### config.mk
export PLATFORM = sky130hd
export DESIGN_NAME = rfic_ctrl_seq
export DESIGN_NICKNAME = d
export VERILOG_FILES = /design/src/rtl/rfic_ctrl_seq.sv
export SDC_FILE = /design/constraint.sdc
export NUM_CORES = 1
export LEC_CHECK = 0
export ABC_AREA = 1
export CAP_MARGIN = 25
export CORE_MARGIN = 8
export CORE_UTILIZATION = 25
export DETAILED_ROUTE_END_ITERATION = 8
export PLACE_DENSITY_LB_ADDON = 0.08
export SLEW_MARGIN = 20
export SYNTH_ARGS = -nofsm -noshare
export SYNTH_HDL_FRONTEND = slang
export SYNTH_SLANG_ARGS = --single-unit
### constraint.sdc
create_clock -name clk -period 4.5 [get_ports clk]
set_clock_uncertainty 0.05 [all_clocks]
set_input_delay 0.9 -clock clk [delete_from_list [all_inputs] [get_ports clk]]
set_output_delay 0.9 -clock clk [all_outputs]
set_load 0.005 [all_outputs]
### src/rtl/rfic_ctrl_seq.sv
// AD9361 control sequencer: per-RFIC reset pulse generation, multi-chip sync
// strobe sequencing and synchronised CTRL_OUT status monitoring.
module rfic_ctrl_seq #(
   parameter int NUM_RFIC     = 2,
   parameter int RESET_CYCLES = 1000,
   parameter int SYNC_HIGH    = 4,
   parameter int SYNC_GAP     = 16,
   parameter int SYNC_PULSES  = 2
) (
   input  logic                  clk,
   input  logic                  rst,
   input  logic [NUM_RFIC-1:0]   resetb_req,
   input  logic                  sync_req,
   input  logic [8*NUM_RFIC-1:0] gpio_status,
   input  logic [NUM_RFIC-1:0]   status_chg_clr,
   output logic [NUM_RFIC-1:0]   gpio_resetb,
   output logic                  mcs_sync,
   output logic                  sync_busy,
   output logic                  sync_err,
   output logic [8*NUM_RFIC-1:0] status_sync,
   output logic [NUM_RFIC-1:0]   status_chg
);

   localparam int CW   = $clog2(RESET_CYCLES + 1);
   localparam int TMAX = (SYNC_HIGH > SYNC_GAP) ? SYNC_HIGH : SYNC_GAP;
   localparam int TW   = $clog2(TMAX + 1);

   localparam logic [CW-1:0] RST_LOAD  = CW'(RESET_CYCLES);
   localparam logic [TW-1:0] HIGH_LOAD = TW'(SYNC_HIGH);
   localparam logic [TW-1:0] GAP_LOAD  = TW'(SYNC_GAP);
   localparam logic [3:0]    PULSES    = 4'(SYNC_PULSES);

   localparam logic [1:0] ST_IDLE = 2'd0;
   localparam logic [1:0] ST_HIGH = 2'd1;
   localparam logic [1:0] ST_GAP  = 2'd2;

   logic [NUM_RFIC-1:0] resetb_req_q;
   logic                sync_req_q;
   logic                rst_q;
   logic [NUM_RFIC-1:0] resetb_edge;
   logic                sync_edge;

   logic [CW-1:0]       rst_cnt      [NUM_RFIC];
   logic [CW-1:0]       rst_cnt_next [NUM_RFIC];

   logic [1:0]          state, state_next;
   logic [TW-1:0]       timer, timer_next;
   logic [3:0]          pulse_cnt, pulse_next;
   logic                accept, abort;

   logic [8*NUM_RFIC-1:0] status_meta;
   logic [NUM_RFIC-1:0]   status_diff;

   // rst_q masks the first cycle after reset so a request held high through
   // reset is not mistaken for a fresh edge
   always_ff @(posedge clk) begin
      if (rst) begin
         resetb_req_q <= '0;
         sync_req_q   <= 1'b0;
         rst_q        <= 1'b1;
      end else begin
         resetb_req_q <= resetb_req;
         sync_req_q   <= sync_req;
         rst_q        <= 1'b0;
      end
   end

   assign resetb_edge = resetb_req & ~resetb_req_q & {NUM_RFIC{~rst_q}};
   assign sync_edge   = sync_req & ~sync_req_q & ~rst_q;

   always_comb begin
      for (int i = 0; i < NUM_RFIC; i++) begin
         if (resetb_edge[i])
            rst_cnt_next[i] = RST_LOAD;
         else if (rst_cnt[i] != '0)
            rst_cnt_next[i] = rst_cnt[i] - CW'(1);
         else
            rst_cnt_next[i] = '0;
      end
   end

   always_ff @(posedge clk) begin
      if (rst) begin
         for (int i = 0; i < NUM_RFIC; i++) rst_cnt[i] <= RST_LOAD;
         gpio_resetb <= '0;
      end else begin
         for (int i = 0; i < NUM_RFIC; i++) begin
            rst_cnt[i]     <= rst_cnt_next[i];
            gpio_resetb[i] <= (rst_cnt_next[i] == '0);
         end
      end
   end

   // A sync may only start once every RFIC is out of reset and none is being
   // reset this very cycle; a new reset request kills a running sequence
   assign accept = (state == ST_IDLE) && (&gpio_resetb) && !(|resetb_edge) && sync_edge;
   assign abort  = (state != ST_IDLE) && (|resetb_edge);

   always_comb begin
      state_next = state;
      timer_next = timer;
      pulse_next = pulse_cnt;
      case (state)
         ST_IDLE: begin
            if (accept) begin
               state_next = ST_HIGH;
               timer_next = HIGH_LOAD;
               pulse_next = 4'd0;
            end
         end
         ST_HIGH: begin
            if (timer == TW'(1)) begin
               state_next = ST_GAP;
               timer_next = GAP_LOAD;
               pulse_next = pulse_cnt + 4'd1;
            end else begin
               timer_next = timer - TW'(1);
            end
         end
         ST_GAP: begin
            if (timer == TW'(1)) begin
               if (pulse_cnt < PULSES) begin
                  state_next = ST_HIGH;
                  timer_next = HIGH_LOAD;
               end else begin
                  state_next = ST_IDLE;
               end
            end else begin
               timer_next = timer - TW'(1);
            end
         end
         default: state_next = ST_IDLE;
      endcase
      if (abort) state_next = ST_IDLE;
   end

   always_ff @(posedge clk) begin
      if (rst) begin
         state     <= ST_IDLE;
         timer     <= '0;
         pulse_cnt <= 4'd0;
         mcs_sync  <= 1'b0;
         sync_busy <= 1'b0;
         sync_err  <= 1'b0;
      end else begin
         state     <= state_next;
         timer     <= timer_next;
         pulse_cnt <= pulse_next;
         mcs_sync  <= (state_next == ST_HIGH);
         sync_busy <= (state_next != ST_IDLE);
         sync_err  <= sync_edge && !accept;
      end
   end

   // Change is flagged on the same edge the synchronised byte takes its new value
   always_comb begin
      for (int i = 0; i < NUM_RFIC; i++)
         status_diff[i] = (status_meta[8*i +: 8] != status_sync[8*i +: 8]);
   end

   always_ff @(posedge clk) begin
      if (rst) begin
         status_meta <= '0;
         status_sync <= '0;
         status_chg  <= '0;
      end else begin
         status_meta <= gpio_status;
         status_sync <= status_meta;
         status_chg  <= status_diff | (status_chg & ~status_chg_clr);
      end
   end

endmodule

# Word-level counts from Yosys, hierarchy flattened
# Memories as Yosys holds them, arrays and structs flattened.
# Index checks and enable logic that the tools add are counted.
[classes]
n_reduce_logical = 20
mul = 0
magnitude_cmp = 1
muxes = 23
shift = 0
addsub = 4
eq_ne = 9
n_div = 0
bitwise_logic = 12
[op_table]
columns = ["operator", "count"]
rows = [
  ["10-bit 2-to-1 mux", 6],
  ["10-bit zero test", 2],
  ["5-bit 2-to-1 mux", 4],
  ["10-bit nonzero test", 2],
  ["10-bit by 1-bit subtractor with 10-bit output, second input constant", 2],
  ["8-bit != test", 2],
  ["5-bit case mux with 3 select lines", 1],
  ["2-bit 2-to-1 mux", 4],
  ["4-bit 2-to-1 mux", 2],
  ["4-bit case mux with 2 select lines", 1],
  ["2-bit AND", 3],
  ["2-bit case mux with 3 select lines", 1],
  ["3-bit AND reduction", 2],
  ["2-bit nonzero test", 3],
  ["5-bit by 1-bit == test with 1-bit output, second input constant", 1],
  ["1-bit logical AND", 5],
  ["5-bit by 1-bit subtractor with 5-bit output, second input constant", 1],
  ["4-bit by 1-bit adder with 4-bit output, second input constant", 1],
  ["2-bit by 1-bit == test with 1-bit output, second input constant", 2],
  ["4-bit by 2-bit < comparator with 1-bit output, second input constant", 1],
  ["1-bit 2-to-1 mux", 4],
  ["2-bit != test, second input constant", 2],
  ["2-bit inverter", 2],
  ["3-bit != test, second input constant", 1],
  ["other kinds (10)", 14],
]
[totals]
n_memories = 1
in_bits = 23
ff_bits = 54
out_inout_bits = 23
rom_bits = 0
ramBits = 20
elab_cells = 83
latch_bits = 0
[mem_list]
columns = ["name", "depth", "word_bits", "read_ports", "rd_clocked_by_memory_dff", "wr", "line", "source"]
rows = [
  ["rst_cnt", 2, 10, 2, 0, 2, "43", "logic [CW-1:0] rst_cnt [NUM_RFIC];"],
]

# Longest topological paths before layout
[logic_depth]
ltp_word = 11
mapped_depth = 11
depth_no_buf = 11

# Least setup slack after synthesis
# Ideal clock, no wire load.
[synth_path]
kind = "input -> register"
start = "input port sync_req"
end = "register pulse_cnt[1]"
path_slack_ps = 2725
setup_time_ps = 116
t_required_ps = 4334
cell_stages = 7
arrival_time_ps = 1609
cell_sequence = "inv_1 > nor3_1 > nand2_2 > nand2_4 > nand2_4 > o21bai_2 > nor2_1"
[synth_via]
elab_chain_len = 5
[synth_rtl]
columns = ["item", "line", "source"]
rows = [
  ["start, declared", "13", "input logic sync_req,"],
  ["1-bit AND (2 in series)", "69", "assign sync_edge = sync_req & ~sync_req_q & ~rst_q;"],
  ["1-bit logical AND", "96", "assign accept = (state == ST_IDLE) && (&gpio_resetb) && !(|resetb_edge) && sync_edge;"],
  ["2-bit != test (no source line)", "--", ""],
  ["3-bit AND reduction (no source line)", "--", ""],
  ["end signal, assigned", "148", "pulse_cnt <= pulse_next;"],
  ["end, declared", "48", "logic [3:0] pulse_cnt, pulse_next;"],
]
# Every way passes these cells.
# A chain may end at the register's enable or synchronous reset.

# Worst setup path after layout
[layout_path]
start = "register status_sync[10]"
end = "output port status_sync[10]"
[layout_rtl]
columns = ["item", "line", "source"]
rows = [
  ["start, declared", "20", "output logic [8*NUM_RFIC-1:0] status_sync,"],
  ["start signal, assigned", "168", "status_sync <= status_meta;"],
]
# No word-level cell between the ends.

==> qor.yml <==
logic_synthesis:
  ys_seq_area_share_pct: 44.3
  synth_cell_types: 31
  synth-seq-cells: 74
  synthCells: 464
  syn_area_mm2: 0.00334
  syn-num-nets: 496
  syn_area_per_cell_um2: 7.21
  yosysWarnings: 0
critical_path:
  slowest_delay_ps: 540
  critPathBufInv: 1
  ff2ff_setup_slack_ps: 2740
  critPathRequiredTime_ps: 3550
  crit_chain: "clkdlybuf4s50_1"
  worst_path_dominant_cell_family: "buffers and inverters"
  endpoint_kind: "output port"
  crit_fanout: 2
  arrival_ps: 1220
  crit_slowest_cell: "clkdlybuf4s50_1"
  path_class: "reg -> out"
  critical_path.startpoint_type: "register"
  critPathLaunch: "status_sync[10]"
  crit-reg2reg-launch: "rst_cnt[0][0]"
die:
  initial_core_util_pct: 25.5
  core-area_mm2: 0.0131
  die_y_um: 132
  num_rows: 42
  die_w_um: 132
  die_area_mm2: 0.0173
  io_pins: 46
min_path:
  holdCritPathClass: "reg -> reg"
  hold_start: "rst_cnt[0][0]"
sta:
  slew-limit-headroom_pct: 67.0
  slew_viol_final: 0
  min_period_over_period_pct: 48.1
  fmax_mhz: 462
  fin_crit_ps: 2170
  worst_hold_slack_ps: 374
  setup_viol: 0
  rsz0062_at_grt: "no"
  fin_tns_setup_ps: 0
  hold_viol_final: 0
  worst_pin_slew_ps: 496
power_and_ir_drop:
  p_leak_nw: 1.92
  irDropWorstVdd_uv: 193
  p_per_area_mw_per_mm2: 366
  finalPower_mw: 1.57
drt:
  drtPass1Iterations: 5
  drc_errors: 0
  wirelength_um: 7730
  dr_total_vias: 2828
  viasPerCell: 4.07
  wl_per_cell_um: 11.1
  drt-initial-drc-count: 114
  ant_nets: 0
place:
  gp_congestion: 0.776
  place_hpwl_um: 5860
  placement.io_buffers: 45
  dpl.cell_count: 681
cts:
  ctsHoldBuffers: 0
  root_buffer: "clkbuf_16"
  clkTransAtPathRegs_ps: 60
  clkLatencyLatePin_ps: 330
  cts.repair.resized: 0
  numCtsBuffers: 9
  htreeDepth: 3
  clk_path_buf_depth: 2
  clock_sinks: 74
  tritoncts: "yes"
  cts_setup_buffers: 0
finish:
  drive_gt1_share_pct: 9.44
  layout.filler_cells: 1416
  fin_cells: 695
  layout_common_cells: "98 x nor2_1, 78 x inv_1, 74 x dfxtp_1"
  final_nets: 548
  layout_commonest_cell: "nor2_1"
  area_growth_pct: 28.3
  diodes: 0
global_route:
  antenna_found_initial: 0
  gr-total-overflow: 0
  grt_pass1_vias: 2784
  grt_pass1_wl_um: 13100
  grt_max_degree: 48
  grtUsageTotal_pct: 9.31
job:
  drv_cap: 0
run_status:
  run_status: "completed"
registers in the layout (all words and copies together) (netlist names):
| register | flops |
|---|---|
| rst_cnt | 20 |
| gpio_resetb | 2 |
| timer | 5 |
| status_chg | 2 |
| mcs_sync | 1 |
| status_sync | 16 |
| sync_busy | 1 |
| status_meta | 16 |
| sync_err | 1 |
| sync_req_q | 1 |
| state | 2 |
| rst_q | 1 |
| pulse_cnt | 4 |
| resetb_req_q | 2 |
routing by layer:
layer | track usage (%) | part of all wire (%) | vias up
met1 | 11.2 | 48 | 1240
met2 | 14.4 | 44 | 62
met5 | 0 | 0 | -
met3 | 4.23 | 6.5 | 6
met4 | 3.13 | 1.2 | 0
li1 | - | - | 1520
kinds of logic (layout without fill, tap and decap cells):
logic type,count (synthesis),after routing,synth area share (%)
flops,74,74,44.3
compound gates,35,35,6.21
xor+xnor,12,12,3.14
fa+ha+maj,9,9,3.37
simple gates,246,246,33.0
buf+inv,88,143,10.0
final cells by class:
class | instances | area [um^2] | area share, %
inverters | 83 | 317 | 7.38
well taps | 176 | 220 | 5.13
clock inverters | 4 | 53.8 | 1.25
flip-flops and latches | 74 | 1480 | 34.5
clock buffers | 10 | 239 | 5.57
multi-input cells | 302 | 1530 | 35.6
repair buffers | 46 | 453 | 10.6
worst paths after layout:
check	end	cells after the start
min reg2reg	rst_cnt[0][0]	1
max	status_sync[10]	1
max reg2reg	gpio_resetb[0]	8
min	rst_cnt[0][0]	1
synth_stat cells (all sizes together):
| cell type | instances | area [um^2] |
|---|---|---|
| or2 | 1 | 6.26 |
| o21ai | 19 | 106 |
| nand3b | 1 | 7.51 |
| ha | 9 | 113 |
| nand2 | 82 | 355 |
| nand3 | 37 | 190 |
| o21bai | 1 | 11.3 |
| xnor2 | 5 | 43.8 |
| o211ai | 2 | 15.0 |
| buf | 4 | 15.0 |
| a21oi | 9 | 45.0 |
| dfxtp | 74 | 1480 |
| clkinv | 1 | 8.76 |
| o2111ai | 1 | 8.76 |
| nand4 | 7 | 43.8 |
| nor2 | 111 | 464 |
| xor2 | 7 | 61.3 |
| o31ai | 1 | 7.51 |
| a211oi | 1 | 7.51 |
| clkbuf | 1 | 3.75 |
| nor3 | 7 | 35.0 |
| inv | 82 | 308 |
| o22ai | 1 | 6.26 |
power breakdown:
part	switching [mW]	internal (mW)	leakage (nW)
combinational	0.0874	0.0716	1.17
clock	0.267	0.439	0.137
sequential	0.0206	0.685	0.608
total	0.375	1.20	1.92
metrics by stage:
step           setup slack, ps  cell area, um^2  util (%)
2_1_floorplan             2720             3340         -
3_3_place_gp              2060             4000      30.4
3_5_place_dp              2030             4000      30.4
4_1_cts                   2300             4290      32.7
5_1_grt                   2270             4290      32.7
6_report                  2330             4290      32.7
Power figures use the tool's default switching activity.
==> patch 1, RTL diff (same settings) <==
Set the parameter `RESET_CYCLES` to 500 (it was 1000).
--- a/src/rtl/rfic_ctrl_seq.sv
+++ b/src/rtl/rfic_ctrl_seq.sv
@@ -2,7 +2,7 @@
 // strobe sequencing and synchronised CTRL_OUT status monitoring.
 module rfic_ctrl_seq #(
    parameter int NUM_RFIC     = 2,
-   parameter int RESET_CYCLES = 1000,
+   parameter int RESET_CYCLES = 500,
    parameter int SYNC_HIGH    = 4,
    parameter int SYNC_GAP     = 16,
    parameter int SYNC_PULSES  = 2
Behaviour: no difference found for any inputs over 10 cycles, from zero or initial values and one cycle with rst high; that may be too few to reach the edited logic, so the function may still have changed.
==> patch 1 against the unedited design <==
Worst hold slack gained 0.0065 ns. Worst setup slack lost 0.099 ns. Global-route usage grew 0.12 points. Area after synthesis shrank 5.6%. Utilization shrank 0.11 points. Combinational power shrank 14%. Total power shrank 6.8%. Sequential cell count shrank 2. Clock power shrank 8.9%. Cell area shrank 5.4%. Routed wire length shrank 6.1%. Critical endpoint is now sync_busy. Largest power group unchanged. Highest routed layer unchanged.
==> patch 1: results (changes against the unedited design) <==
- Critical path's largest stage delay: 0.50 ns (was 0.54 ns)
- The global-route usage over all layers is 0.0943 (was 0.0931).
- First-pass GRT wire length: 12200 um (was 13100 um)
* Length of routed met3 wiring: 399 um (was 499 um)
- Destination of the worst register-to-register timing path: pulse_cnt[2] (was gpio_resetb[0])
- The global routing usage on met2 was 0.141 (was 0.144).
* Via count normalized by instance count: 4.00 (was 4.07)
- The number of distinct standard cells referenced by the synthesized netlist came to 26 (was 31).
- The final net count came to 529 (was 548).
- Worst reg-to-reg path cell count: 9 (was 8)
- The number of cells on the worst hold path was 2 (was 1).
* Status: complete, no violations (unchanged)
- Maximum fanout along the worst path: 16 (was 2)
- The reg-to-reg critical path startpoint is state[0] (was rst_cnt[0][0]).
- The first element of the critical path is resetb_req[0] (was status_sync[10]).
* Dominant delay contributor by cell family on the critical path: simple AND/OR/NAND/NOR gates (was buffers and inverters)
- The peak supply drop is 0.170 mV (was 0.193 mV).
* Global routing met1 resource utilization: 0.118 (was 0.112)
- The worst hold endpoint is status_sync[12] (was rst_cnt[0][0]).
- The worst min-delay path startpoint was status_meta[12] (was rst_cnt[0][0]).
* Leakage power figure: 1.90 nW (was 1.92 nW)
- The starting DRC count in detailed routing is 113 (was 114).
- The first-pass iteration count of the detailed router came to 4 (was 5).
* Overall routed net length: 7260 um (was 7730 um)
- The pin slew with the least headroom to its limit came to 0.530 ns (was 0.496 ns).
- The sequential share of the synthesized area came to 0.456 (was 0.443).
- Syn nets: 478 (was 496)
patch 1: cell types whose count changed in the layout (fill, tap and decap cells not counted), moves of 5 or more:
cell     before  now
nand2_1      71   99
nor2_1       98   89
nand3_1      36   29
nor2_2       10    4
o21ai_1       6    0
nand2_2       7    2
patch 1: logic make-up (layout without fill, tap and decap cells):
family,count (synthesis),in the layout,share of synthesized area
buffers and inverters,82,138,0.101
AO/OA/AOI/OAI,32,32,0.0614
XOR/XNOR,12,12,0.0333
flip-flops,72,72,0.456
adder cells (fa/ha/maj),9,9,0.0357
AND/OR/NAND/NOR,239,239,0.312
patch 1: final cells by class:
| class | instances | area (um^2) |
|---|---|---|
| Timing Repair Buffer | 46 | 453 |
| Fill cell | 1343 | 8410 |
| Multi-Input combinational cell | 292 | 1400 |
| Clock inverter | 5 | 33.8 |
| Tap cell | 172 | 215 |
| Clock buffer | 11 | 233 |
| Inverter | 76 | 285 |
| Sequential cell | 72 | 1440 |
patch 1: worst min-delay path, cell delays in order, from the launching register on:
cell	delay (ns)
dfxtp_1	0.31
inv_1	0.05
nor2_1	0.03
patch 1: report_power, final:
| group | internal (mW) | switching, mW | total [mW] |
|---|---|---|---|
| clock network | 0.372 | 0.271 | 0.643 |
| registers | 0.665 | 0.0182 | 0.683 |
| logic | 0.0649 | 0.0725 | 0.137 |
patch 1: stage by stage:
step                hold WS [ns]  instance area, um^2  setup slack, ns
global route               0.402                 4060             2.11
global placement           0.369                 3790             1.93
floorplan                  0.365                 3160             2.65
CTS                        0.381                 4060             2.24
detailed placement         0.373                 3790             1.88
finish                     0.380                 4060             2.24
==> patch 2, RTL diff (same flow settings) <==
Made on the original files. Put one more register stage on the output `status_sync`, without a reset. The value now appears one clock later. The other outputs are not delayed to match.
--- a/src/rtl/rfic_ctrl_seq.sv
+++ b/src/rtl/rfic_ctrl_seq.sv
@@ -33,6 +33,8 @@
    localparam logic [1:0] ST_IDLE = 2'd0;
    localparam logic [1:0] ST_HIGH = 2'd1;
    localparam logic [1:0] ST_GAP  = 2'd2;
+
+   logic [8*NUM_RFIC-1:0] status_sync_s0;
 
    logic [NUM_RFIC-1:0] resetb_req_q;
    logic                sync_req_q;
@@ -155,20 +157,24 @@
    // Change is flagged on the same edge the synchronised byte takes its new value
    always_comb begin
       for (int i = 0; i < NUM_RFIC; i++)
-         status_diff[i] = (status_meta[8*i +: 8] != status_sync[8*i +: 8]);
+         status_diff[i] = (status_meta[8*i +: 8] != status_sync_s0[8*i +: 8]);
    end
 
    always_ff @(posedge clk) begin
       if (rst) begin
          status_meta <= '0;
-         status_sync <= '0;
+         status_sync_s0 <= '0;
          status_chg  <= '0;
       end else begin
          status_meta <= gpio_status;
-         status_sync <= status_meta;
+         status_sync_s0 <= status_meta;
          status_chg  <= status_diff | (status_chg & ~status_chg_clr);
       end
    end
 
+   always_ff @(posedge clk) begin
+      status_sync <= status_sync_s0;
+   end
+
 endmodule
 
Check against the original RTL: not equivalent (Yosys sat finds a counterexample within 4 cycles, from zero or initial values and one cycle with rst high).
==> patch 2 against the unedited design <==
Area after synthesis grew 8.5%. Total power grew 7.9%. Global-route usage is essentially flat. Worst setup slack lost 0.034 ns. Sequential cell count grew 16. Routed wire length grew 2.5%. Cell area grew 5.7%. Critical path type is now input port to register.
==> patch 2: results (changes against the unedited design) <==
* Global routing met1 resource utilization: 0.116 (was 0.112)
* Overall routed net length: 7920 um (was 7730 um)
- The synthesized netlist net count is 508 (was 496).
- Vias after detailed routing: 2904 (was 2828)
* Proportion of synthesized chip area in sequential cells: 0.496 (was 0.443)
- The relative contribution of sequential cells to total power came to 0.505 (was 0.449).
- Share of post-route cells with drive strength above 1: 0.0660 (was 0.0944)
* Reg2Reg Launch Point: state[1] (was rst_cnt[0][0])
- Destination of the worst register-to-register timing path: sync_busy (was gpio_resetb[0])
- Most frequent cells after synthesis: nor2_1 (95), dfxtp_1 (90), nand2_1 (89) (was nor2_1 (98), inv_1 (78), dfxtp_1 (74))
- Fillcell total: 1542 (was 1416)
- Worst Hold Path EP: status_sync[13] (was rst_cnt[0][0])
* Number of placed cells counting well taps: 698 (was 681)
* Number of nets at the end of the flow: 557 (was 548)
- First-pass iteration count of the detailed router: 7 (was 5)
- Post-place setup slack: 1.95 ns (was 2.03 ns)
* Maximum number of pins on one net before global-route repair: 39 (was 48)
- The post-place instance area is 4270 um^2 (was 4000 um^2).
* Combinational Power Share: 0.094 (was 0.101)
- The slack of the worst reg-to-reg path came to 2.73 ns (was 2.74 ns).
- First-pass GRT wire length: 13700 um (was 13100 um)
- First element of the critical path: resetb_req[1] (was status_sync[10])
* Top area cells in the synthesized netlist: dfxtp_1 (50%), nor2_1 (9.8%), nand2_1 (9.2%) (was dfxtp_1 (44%), nor2_1 (11%), inv_1 (8.8%))
* Met3 routing resource usage after global routing: 0.0301 (was 0.0423)
- The mean post-synth cell area was 7.63 um^2 (was 7.21 um^2).
- Post-route worst hold slack: 0.315 ns (was 0.374 ns)
- Status: complete, no violations (unchanged)
- The reported leakage power was 2.02 nW (was 1.92 nW).
- Routing usage on met2: 0.140 (was 0.144)
- The worst endpoint data arrival time is 2.36 ns (was 1.22 ns).
- The weighted congestion reported at the end of routability-driven placement was 0.781 (was 0.776).
- The number of cells on the worst hold path is 0 (was 1).
- The estimated wirelength of the detail-placed design is 5850 um (was 5860 um).
- The total chip power came to 1.69 mW (was 1.57 mW).
- Worst reg-to-reg path cell count: 10 (was 8)
- The detailed route wirelength on metal2 came to 3440 um (was 3390 um).
- The starting DRC count in detailed routing was 112 (was 114).
* Capture point of the worst path: pulse_cnt[3] (was status_sync[10])
* Routed metal-1 wirelength: 3940 um (was 3740 um)
## patch 2: kinds of logic (layout without fill, tap and decap cells)
| kind of cell | Yosys count | after routing | share of synthesized area |
|---|---|---|---|
| AO/OA/AOI/OAI | 21 | 21 | 0.0324 |
| XOR/XNOR | 17 | 17 | 0.0410 |
| adder cells (fa/ha/maj) | 9 | 9 | 0.0310 |
| buffers and inverters | 80 | 134 | 0.0869 |
| flip-flops | 90 | 90 | 0.496 |
| AND/OR/NAND/NOR | 259 | 259 | 0.312 |
## patch 2: cell type report
class / instances / area share
Clock buffer: 11 / 0.0513
Multi-Input combinational cell: 306 / 0.334
Timing Repair Buffer: 46 / 0.0999
Sequential cell: 90 / 0.397
Clock inverter: 5 / 0.00690
Inverter: 72 / 0.0602
Tap cell: 184 / 0.0508
## patch 2: critical path: stages
cell and delay [ns]:
clkdlybuf4s50_1 0.43, nand2_1 0.36, nand4_2 0.23, o21ai_2 0.16, nand2_1 0.14, nand2_1 0.08
a21oi_1 0.06
